--- src/rtl/fetch_sequencer_pkg.sv ---
// Shared definitions for the fetch sequencer and the instruction decoder:
// sequencer states, opcode field geometry and the HALT opcode.
package fetch_sequencer_pkg;

  // Opcode occupies the top OP_W bits of an instruction word.
  localparam int OP_W = 3;
  localparam logic [OP_W-1:0] HALT_OP = 3'b111;

  typedef enum logic [2:0] {
    S_IDLE,
    S_FETCH,
    S_LOAD,
    S_START,
    S_ACK,
    S_DONE,
    S_HALTED
  } state_t;

endpackage

--- src/rtl/fetch_sequencer_if.sv ---
// Bundle of the sequencer's memory, cpu handshake and control signals.
// master = sequencer side, slave = memory/cpu/control side.
interface fetch_sequencer_if #(
  parameter int WIDTH    = 16,
  parameter int PC_WIDTH = 8
);
  logic                run;
  logic                mem_rd;
  logic [PC_WIDTH-1:0] mem_addr;
  logic [WIDTH-1:0]    mem_rdata;
  logic [WIDTH-1:0]    instr_out;
  logic                load_instr;
  logic                s;
  logic                w;
  logic                pc_load;
  logic [PC_WIDTH-1:0] pc_target;
  logic [PC_WIDTH-1:0] pc;
  logic                halted;

  modport master (
    input  run, mem_rdata, w, pc_load, pc_target,
    output mem_rd, mem_addr, instr_out, load_instr, s, pc, halted
  );

  modport slave (
    output run, mem_rdata, w, pc_load, pc_target,
    input  mem_rd, mem_addr, instr_out, load_instr, s, pc, halted
  );
endinterface

--- src/rtl/fetch_sequencer_vdffe.sv ---
// Enable flop (vDFFE) with asynchronous active-low clear; holds the program counter.
module fetch_sequencer_vdffe #(
  parameter int N = 8
) (
  input  logic         clk,
  input  logic         rst_n,
  input  logic         i_en,
  input  logic [N-1:0] i_d,
  output logic [N-1:0] o_q
);

  always_ff @(posedge clk or negedge rst_n) begin
    if (!rst_n)    o_q <= '0;
    else if (i_en) o_q <= i_d;
  end

endmodule

--- src/rtl/fetch_sequencer.sv ---
// Instruction fetch sequencer: owns the pc, fetches one word per step from a
// synchronous-read memory, hands it to the cpu and waits for the w handshake.
module fetch_sequencer
  import fetch_sequencer_pkg::*;
#(
  parameter int              WIDTH    = 16,
  parameter int              PC_WIDTH = 8,
  parameter logic [OP_W-1:0] HALT_OP  = fetch_sequencer_pkg::HALT_OP
) (
  input  logic                clk,
  input  logic                reset,
  fetch_sequencer_if.master   bus
);

  state_t              r_state;
  state_t              w_next_state;
  logic [OP_W-1:0]     w_opcode;
  logic                w_is_halt;
  logic                w_redirect;
  logic                w_pc_en;
  logic [PC_WIDTH-1:0] w_pc_d;
  logic [PC_WIDTH-1:0] w_pc;

  assign w_opcode   = bus.mem_rdata[WIDTH-1 -: OP_W];
  assign w_is_halt  = (w_opcode == HALT_OP);
  assign w_redirect = (r_state == S_DONE) && bus.w && bus.pc_load;

  // Increment after a non-halt LOAD; a DONE redirect overrides that increment.
  assign w_pc_en = ((r_state == S_LOAD) && !w_is_halt) || w_redirect;
  assign w_pc_d  = (r_state == S_DONE) ? bus.pc_target : w_pc + PC_WIDTH'(1);

  fetch_sequencer_vdffe #(.N(PC_WIDTH)) u_pc_reg (
    .clk   (clk),
    .rst_n (reset),
    .i_en  (w_pc_en),
    .i_d   (w_pc_d),
    .o_q   (w_pc)
  );

  // NOTE: state is sequential, so it is updated with <= only; the comb blocks use =.
  always_ff @(posedge clk or negedge reset) begin
    if (!reset) r_state <= S_IDLE;
    else        r_state <= w_next_state;
  end

  always_comb begin
    w_next_state = r_state;
    case (r_state)
      S_IDLE:   if (bus.run) w_next_state = S_FETCH;
      S_FETCH:  w_next_state = S_LOAD;
      S_LOAD:   w_next_state = w_is_halt ? S_HALTED : S_START;
      S_START:  w_next_state = S_ACK;
      S_ACK:    if (!bus.w) w_next_state = S_DONE;
      S_DONE:   if (bus.w) w_next_state = bus.run ? S_FETCH : S_IDLE;
      S_HALTED: w_next_state = S_HALTED;
      default:  w_next_state = S_IDLE;
    endcase
  end

  // NOTE: every output gets a default before the case so no latch is inferred.
  always_comb begin
    bus.mem_rd     = 1'b0;
    bus.instr_out  = '0;
    bus.load_instr = 1'b0;
    bus.s          = 1'b0;
    bus.halted     = 1'b0;
    case (r_state)
      S_FETCH:  bus.mem_rd = 1'b1;
      S_LOAD: begin
        bus.instr_out  = bus.mem_rdata;
        bus.load_instr = !w_is_halt;
      end
      S_START:  bus.s = 1'b1;
      S_HALTED: bus.halted = 1'b1;
      default:  ;
    endcase
  end

  assign bus.mem_addr = w_pc;
  assign bus.pc       = w_pc;

endmodule

--- src/flat_wrapper.sv ---
// flat-port wrapper written by rule: the top's interface ports become plain ports
module fetch_sequencer_flat import fetch_sequencer_pkg::*;
#(
  parameter int              WIDTH    = 16,
  parameter int              PC_WIDTH = 8,
  parameter logic [OP_W-1:0] HALT_OP  = fetch_sequencer_pkg::HALT_OP
)
  (clk, reset, bus_run, bus_mem_rdata, bus_w, bus_pc_load, bus_pc_target, bus_mem_rd, bus_mem_addr, bus_instr_out, bus_load_instr, bus_s, bus_pc, bus_halted);
  fetch_sequencer_if #(.WIDTH(WIDTH), .PC_WIDTH(PC_WIDTH)) bus_i ();
  input  logic clk;
  input  logic reset;
  input wire logic [$bits(bus_i.run)-1:0] bus_run;
  input wire logic [$bits(bus_i.mem_rdata)-1:0] bus_mem_rdata;
  input wire logic [$bits(bus_i.w)-1:0] bus_w;
  input wire logic [$bits(bus_i.pc_load)-1:0] bus_pc_load;
  input wire logic [$bits(bus_i.pc_target)-1:0] bus_pc_target;
  output wire logic [$bits(bus_i.mem_rd)-1:0] bus_mem_rd;
  output wire logic [$bits(bus_i.mem_addr)-1:0] bus_mem_addr;
  output wire logic [$bits(bus_i.instr_out)-1:0] bus_instr_out;
  output wire logic [$bits(bus_i.load_instr)-1:0] bus_load_instr;
  output wire logic [$bits(bus_i.s)-1:0] bus_s;
  output wire logic [$bits(bus_i.pc)-1:0] bus_pc;
  output wire logic [$bits(bus_i.halted)-1:0] bus_halted;
  assign bus_i.run = bus_run;
  assign bus_i.mem_rdata = bus_mem_rdata;
  assign bus_i.w = bus_w;
  assign bus_i.pc_load = bus_pc_load;
  assign bus_i.pc_target = bus_pc_target;
  assign bus_mem_rd = bus_i.mem_rd;
  assign bus_mem_addr = bus_i.mem_addr;
  assign bus_instr_out = bus_i.instr_out;
  assign bus_load_instr = bus_i.load_instr;
  assign bus_s = bus_i.s;
  assign bus_pc = bus_i.pc;
  assign bus_halted = bus_i.halted;
  fetch_sequencer #(.WIDTH(WIDTH), .PC_WIDTH(PC_WIDTH), .HALT_OP(HALT_OP)) u_core (.clk(clk), .reset(reset), .bus(bus_i));
endmodule
--- config.mk ---
export PLATFORM = sky130hd
export DESIGN_NAME = fetch_sequencer_flat
export DESIGN_NICKNAME = d
export VERILOG_FILES = /design/src/rtl/fetch_sequencer_pkg.sv /design/src/rtl/fetch_sequencer_if.sv /design/src/rtl/fetch_sequencer_vdffe.sv /design/src/rtl/fetch_sequencer.sv /design/src/flat_wrapper.sv
export SDC_FILE = /design/constraint.sdc
export NUM_CORES = 1
export LEC_CHECK = 0
export CAP_MARGIN = 20
export CORE_MARGIN = 2
export CORE_UTILIZATION = 34
export CTS_BUF_LIST = sky130_fd_sc_hd__clkbuf_8 sky130_fd_sc_hd__clkbuf_16
export CTS_CLUSTER_DIAMETER = 30
export DETAILED_ROUTE_END_ITERATION = 8
export PLACE_DENSITY = 0.84
export SLEW_MARGIN = 20
export SYNTH_ARGS = -nofsm -noshare
export SYNTH_HDL_FRONTEND = slang
export SYNTH_SLANG_ARGS = --single-unit
--- constraint.sdc ---
create_clock -name clk -period 1.7 [get_ports clk]
set_clock_uncertainty 0.05 [all_clocks]
set_input_delay 0.34 -clock clk [delete_from_list [all_inputs] [get_ports clk]]
set_output_delay 0.34 -clock clk [all_outputs]
set_load 0.05 [all_outputs]
* Word level (Yosys, flattened, before mapping) *
Index checks and enable logic that the tools add are counted.

cells by class
  $add $sub $neg = 1
  eq/ne operators = 10
  multiplexer cells = 12
  reduce and logical (&&, ||, !) cells = 7

operators by type and width
  operator               count
  $pmux W3 S7            1
  $mux W16               1
  $eq A3 B3 Y1 const B   4
  $mux W3                4
  $add A8 B1 Y8 const B  1
  $mux W8                1
  $eq A3 B2 Y1 const B   2
  $ne A2 B2 Y1 const B   3
  $mux W1                5
  $eq A3 B1 Y1 const B   1
  $logic_and A1 B1 Y1    3
  $logic_not A3 Y1       1
  $reduce_and A3 Y1      1
  $logic_not A1 Y1       1
  $logic_or A1 B1 Y1     1

word-level totals
  bits in registers = 11
  output and inout port bits = 36
  word-level logic and storage cells = 32

* Longest topological paths before layout *
  word-level depth = 4
  gate-level depth with buffers = 7
  gate-level depth less buffers = 5

* By module *
Synthesis repeated with hierarchy kept, for this count alone.

unflattened totals
  cells, all modules = 102
  area total of the unflattened synthesis = 899.6 um^2

by module, submodules not included
  module                 times used  cells each  area each (um^2)  sequential area each (um^2)
  fetch_sequencer        1           85          568.0             75.1
  fetch_sequencer_vdffe  1           17          331.6             200.2

* Worst setup path after synthesis *
Ideal clock, no wire load.

  path kind = register to output
  start point = reg u_core.r_state[0]
  end point = out bus_s
  arrival time = 1.686 ns
  setup slack = -0.376 ns
  cell stages (with the launch flop) = 3
  cells stage by stage = dfrtp_1 -> inv_1 -> nor3b_1

between the ends
  longest elaborated chain between the ends = 2

ends and longest elaborated chain
  item                      RTL line               text
  start: declaration        fetch_sequencer.sv:15  state_t r_state;
  start signal: assignment  fetch_sequencer.sv:43  else r_state <= w_next_state;
  $eq A3 B2 Y1              fetch_sequencer.sv:67  case (r_state)
  $mux W1                   fetch_sequencer.sv:67
  end: declaration          flat_wrapper.sv:21     output wire logic [$bits(bus_i.s)-1:0] bus_s;

No other way between the ends.

* Final worst setup path *
  start point = reg u_core.r_state[0]
  end point = out bus_instr_out[5]

between the ends
  longest elaborated chain between the ends = 2

ends and longest elaborated chain
  item              RTL line               text
  $eq A3 B2 Y1      fetch_sequencer.sv:67
  $mux W16          fetch_sequencer.sv:67
  end: declaration  flat_wrapper.sv:19     output wire logic [$bits(bus_i.instr_out)-1:0] bus_instr_out;

No other way between the ends.

==> metrics.txt <==
Post-synth top flop dfrtp_1; nets 205; P_sw 0.00225 W; Yosys reg bits 11; Post-synth ARST share 100%; Skew-Pair Late Insertion Delay 240 ps; commonest cells in the netlist and2_1 (17), dfrtp_1 (11), a21oi_1 (10), nand2_1 (10), buf_4 (9); r2r setup slk -30 ps; # diodes 0; # setup viols final 18; first-pass GRT wire length 5.04 mm; clock share of power 5.8%; num rows 18; minimum clock period after layout 1800 ps; fmax 556 MHz; Syn Inst Count 104; Die Area 0.00297 mm²; initial antenna violation count 0; slack of the critical path -98.0 ps; Die X 54.5 µm; synthesized area 868 µm²; Power, Total 0.00453 W; Core Area 0.00245 mm²; Routed WL per cell 17.4 µm; Final Non-Filler Cells 204; worst hold-check path type in2async; Initial DRC Count 30; Critical-path top delay cell dfrtp_2; CP endpoint kind primary output; # IOs 65; sw frac 49.7%; CTS H-tree lvls 1; Initial Util 35.4%; Root Buffer clkbuf_8; vias in the first global route 1124; Slew HR 64.4%; Yosys warnings 0; status finished with violations; Synth top area share 31.7%; Simple-Gate Fraction of Synth Area 31.4%; clock-pin slew on the worst setup and hold paths 50 ps; Avg Inst Size Synth 8.35 µm²; area leader, netlist dfrtp_1; # fillers 127; Sequential Area 278 µm²; via/cell ratio 5.37; crit-path cells nor3b_4 > buf_6 > and2_2 > buf_12; synth top area cells dfrtp_1 (32%), and2_1 (12%), buf_4 (7.8%), a21oi_1 (5.8%), o21ai_0 (4.6%); hold_buf cts 0; placed cells 194; router iterations before antenna repair 4; Port Buffers 64; post-route clock period utilization 106%; reg-to-reg startpoint u_core.r_state[0]; largest family of logic cells by synthesized area simple AND/OR/NAND/NOR gates; Reg power frac 14.1%; top-count cell post-synth and2_1; post-route ant nets 0; Slew Limit Fails 0; via count 1096; failing checks negative setup slack; gpl congestion 0.807; HPWL Detailed 2.46 mm; multi-input logic area 558 µm²; Netlist cell types 34; Compound-Gate Fraction of Synth Area 22.5%; syn_nets 134; P_leak 0.892 nW; WP buf/inv 2; critical path class reg2out; number of flops mapped to enable cells by yosys 0; Clock Sinks 11; Cell Int Power 0.00228 W; Die Height 54.5 µm; GRT overflow 0; Crit path arrival time 1410 ps; GRT Util Overall 24.2%; Layout area overhead 136%; CP required 1310 ps; hold slack 399 ps; clock buffers created by TritonCTS 3; startpoint types flip-flop; reg2reg end u_core.u_pc_reg.o_q[1]; critical path's top delay family simple AND/OR/NAND/NOR gates; largest net degree at the start of global routing 17; Hold Vio Cnt, Final 0; TritonCTS clock tree yes; pwr dens 2210 mW/mm²; WL final 3.56 mm; clk buf depth 2; Max VDD drop 1.65 mV; Synth Area in Adders 1.44%; Setup TNS -1380 ps; mux cell area share after synthesis 0%; CP Max Fanout 9; CP peak stage delay 420 ps; RSZ-0062 raised after global routing yes; r2r worst-path depth 7; Max Cap Viol 0; Comb pwr share 80.1%; xor/xnor share of the synthesized area 0%; drt drc 0; share of layout cells above drive strength 1 51.1%; register area share after synthesis 31.7%; Worst-Margin Slew 532 ps
==> through the flow <==
stage / util [%] / area (µm²) / setup WS (ps)
2_1_floorplan: - / 891 / -39.9
3_3_place_gp: 76.2 / 1870 / -26.5
3_5_place_dp: 76.2 / 1870 / -104
4_1_cts: 80.7 / 1980 / -92.7
5_1_grt: 83.4 / 2050 / -159
6_report: 83.4 / 2050 / -98.0
==> what timing repair did <==
item	CTS	global route
setup buffers	3	2
gates resized for setup	16	13
setup endpoints to repair	20	28
cloned	1	0
pin swaps	1	1
==> power by group through the flow <==
stage	registers [W]	logic (W)	clock network, W
after global placement	0.000611	0.00323	0
after global routing	0.000656	0.00379	0.000278
after CTS	0.000620	0.00348	0.000262
final	0.000639	0.00363	0.000261
after floorplan	0.000860	0.00157	0
after detailed placement	0.000626	0.00330	0
==> placed cells by master, fill, tap and decap left out, drive strengths merged, types with 2 or more instances in the layout <==
cell type	Yosys	layout
and3	3	3
inv	1	2
nand3	4	4
nor3b	2	2
buf	12	52
nor2	4	4
dfrtp	11	11
and2	17	17
clkdlybuf4s50	0	28
a21oi	10	10
a21o	2	2
nand4	2	2
clkbuf	2	3
nand2	10	10
o21ai	8	8
==> worst reg2reg max path: stages, from the launching register on <==
cell and delay (ps):
dfrtp_2 420, nor3b_4 250, buf_6 180, buf_6 100, a32o_2 230, buf_6 160, nor2_1 50, a31oi_1 190
==> kinds of logic (layout without fill, tap and decap cells) <==
kind of cell               count (synthesis)  after routing
AOI/OAI and AO/OA                         30             30
adders and majority gates                  1              1
buffers and inverters                     15             85
DFF                                       11             11
and+or+nand+nor                           47             47
==> registers in the layout (all words and copies together), names as in the netlist <==
name and flops:
u_core.r_state 3, u_core.u_pc_reg.o_q 8
==> worst max path at each step <==
stage,from,to,slack (ps),cells past startpoint
6_report,u_core.r_state[0],bus_instr_out[5],-100,4
5_1_grt,u_core.r_state[2],u_core.u_pc_reg.o_q[1],-160,7
4_1_cts,u_core.r_state[0],bus_instr_out[10],-90,4
3_5_place_dp,bus_mem_rdata[15],u_core.u_pc_reg.o_q[2],-100,6
3_3_place_gp,bus_mem_rdata[14],u_core.u_pc_reg.o_q[0],-30,5
2_1_floorplan,u_core.r_state[2],bus_instr_out[10],-40,4
==> area by class of cell <==
| class | instances | share of cell area (%) |
|---|---|---|
| well taps | 30 | 1.83 |
| clock inverters | 1 | 0.183 |
| flip-flops and latches | 11 | 13.6 |
| clock buffers | 3 | 2.02 |
| multi-input cells | 78 | 27.2 |
| inverters | 1 | 0.305 |
| repair buffers | 80 | 54.9 |
==> metal layers <==
layer	track usage, %	share of wire [%]
met1	23.6	33
met2	45.6	52
met3	7.92	13
met4	10.8	3.0
met5	0	0
Power figures use the tool's default switching activity.
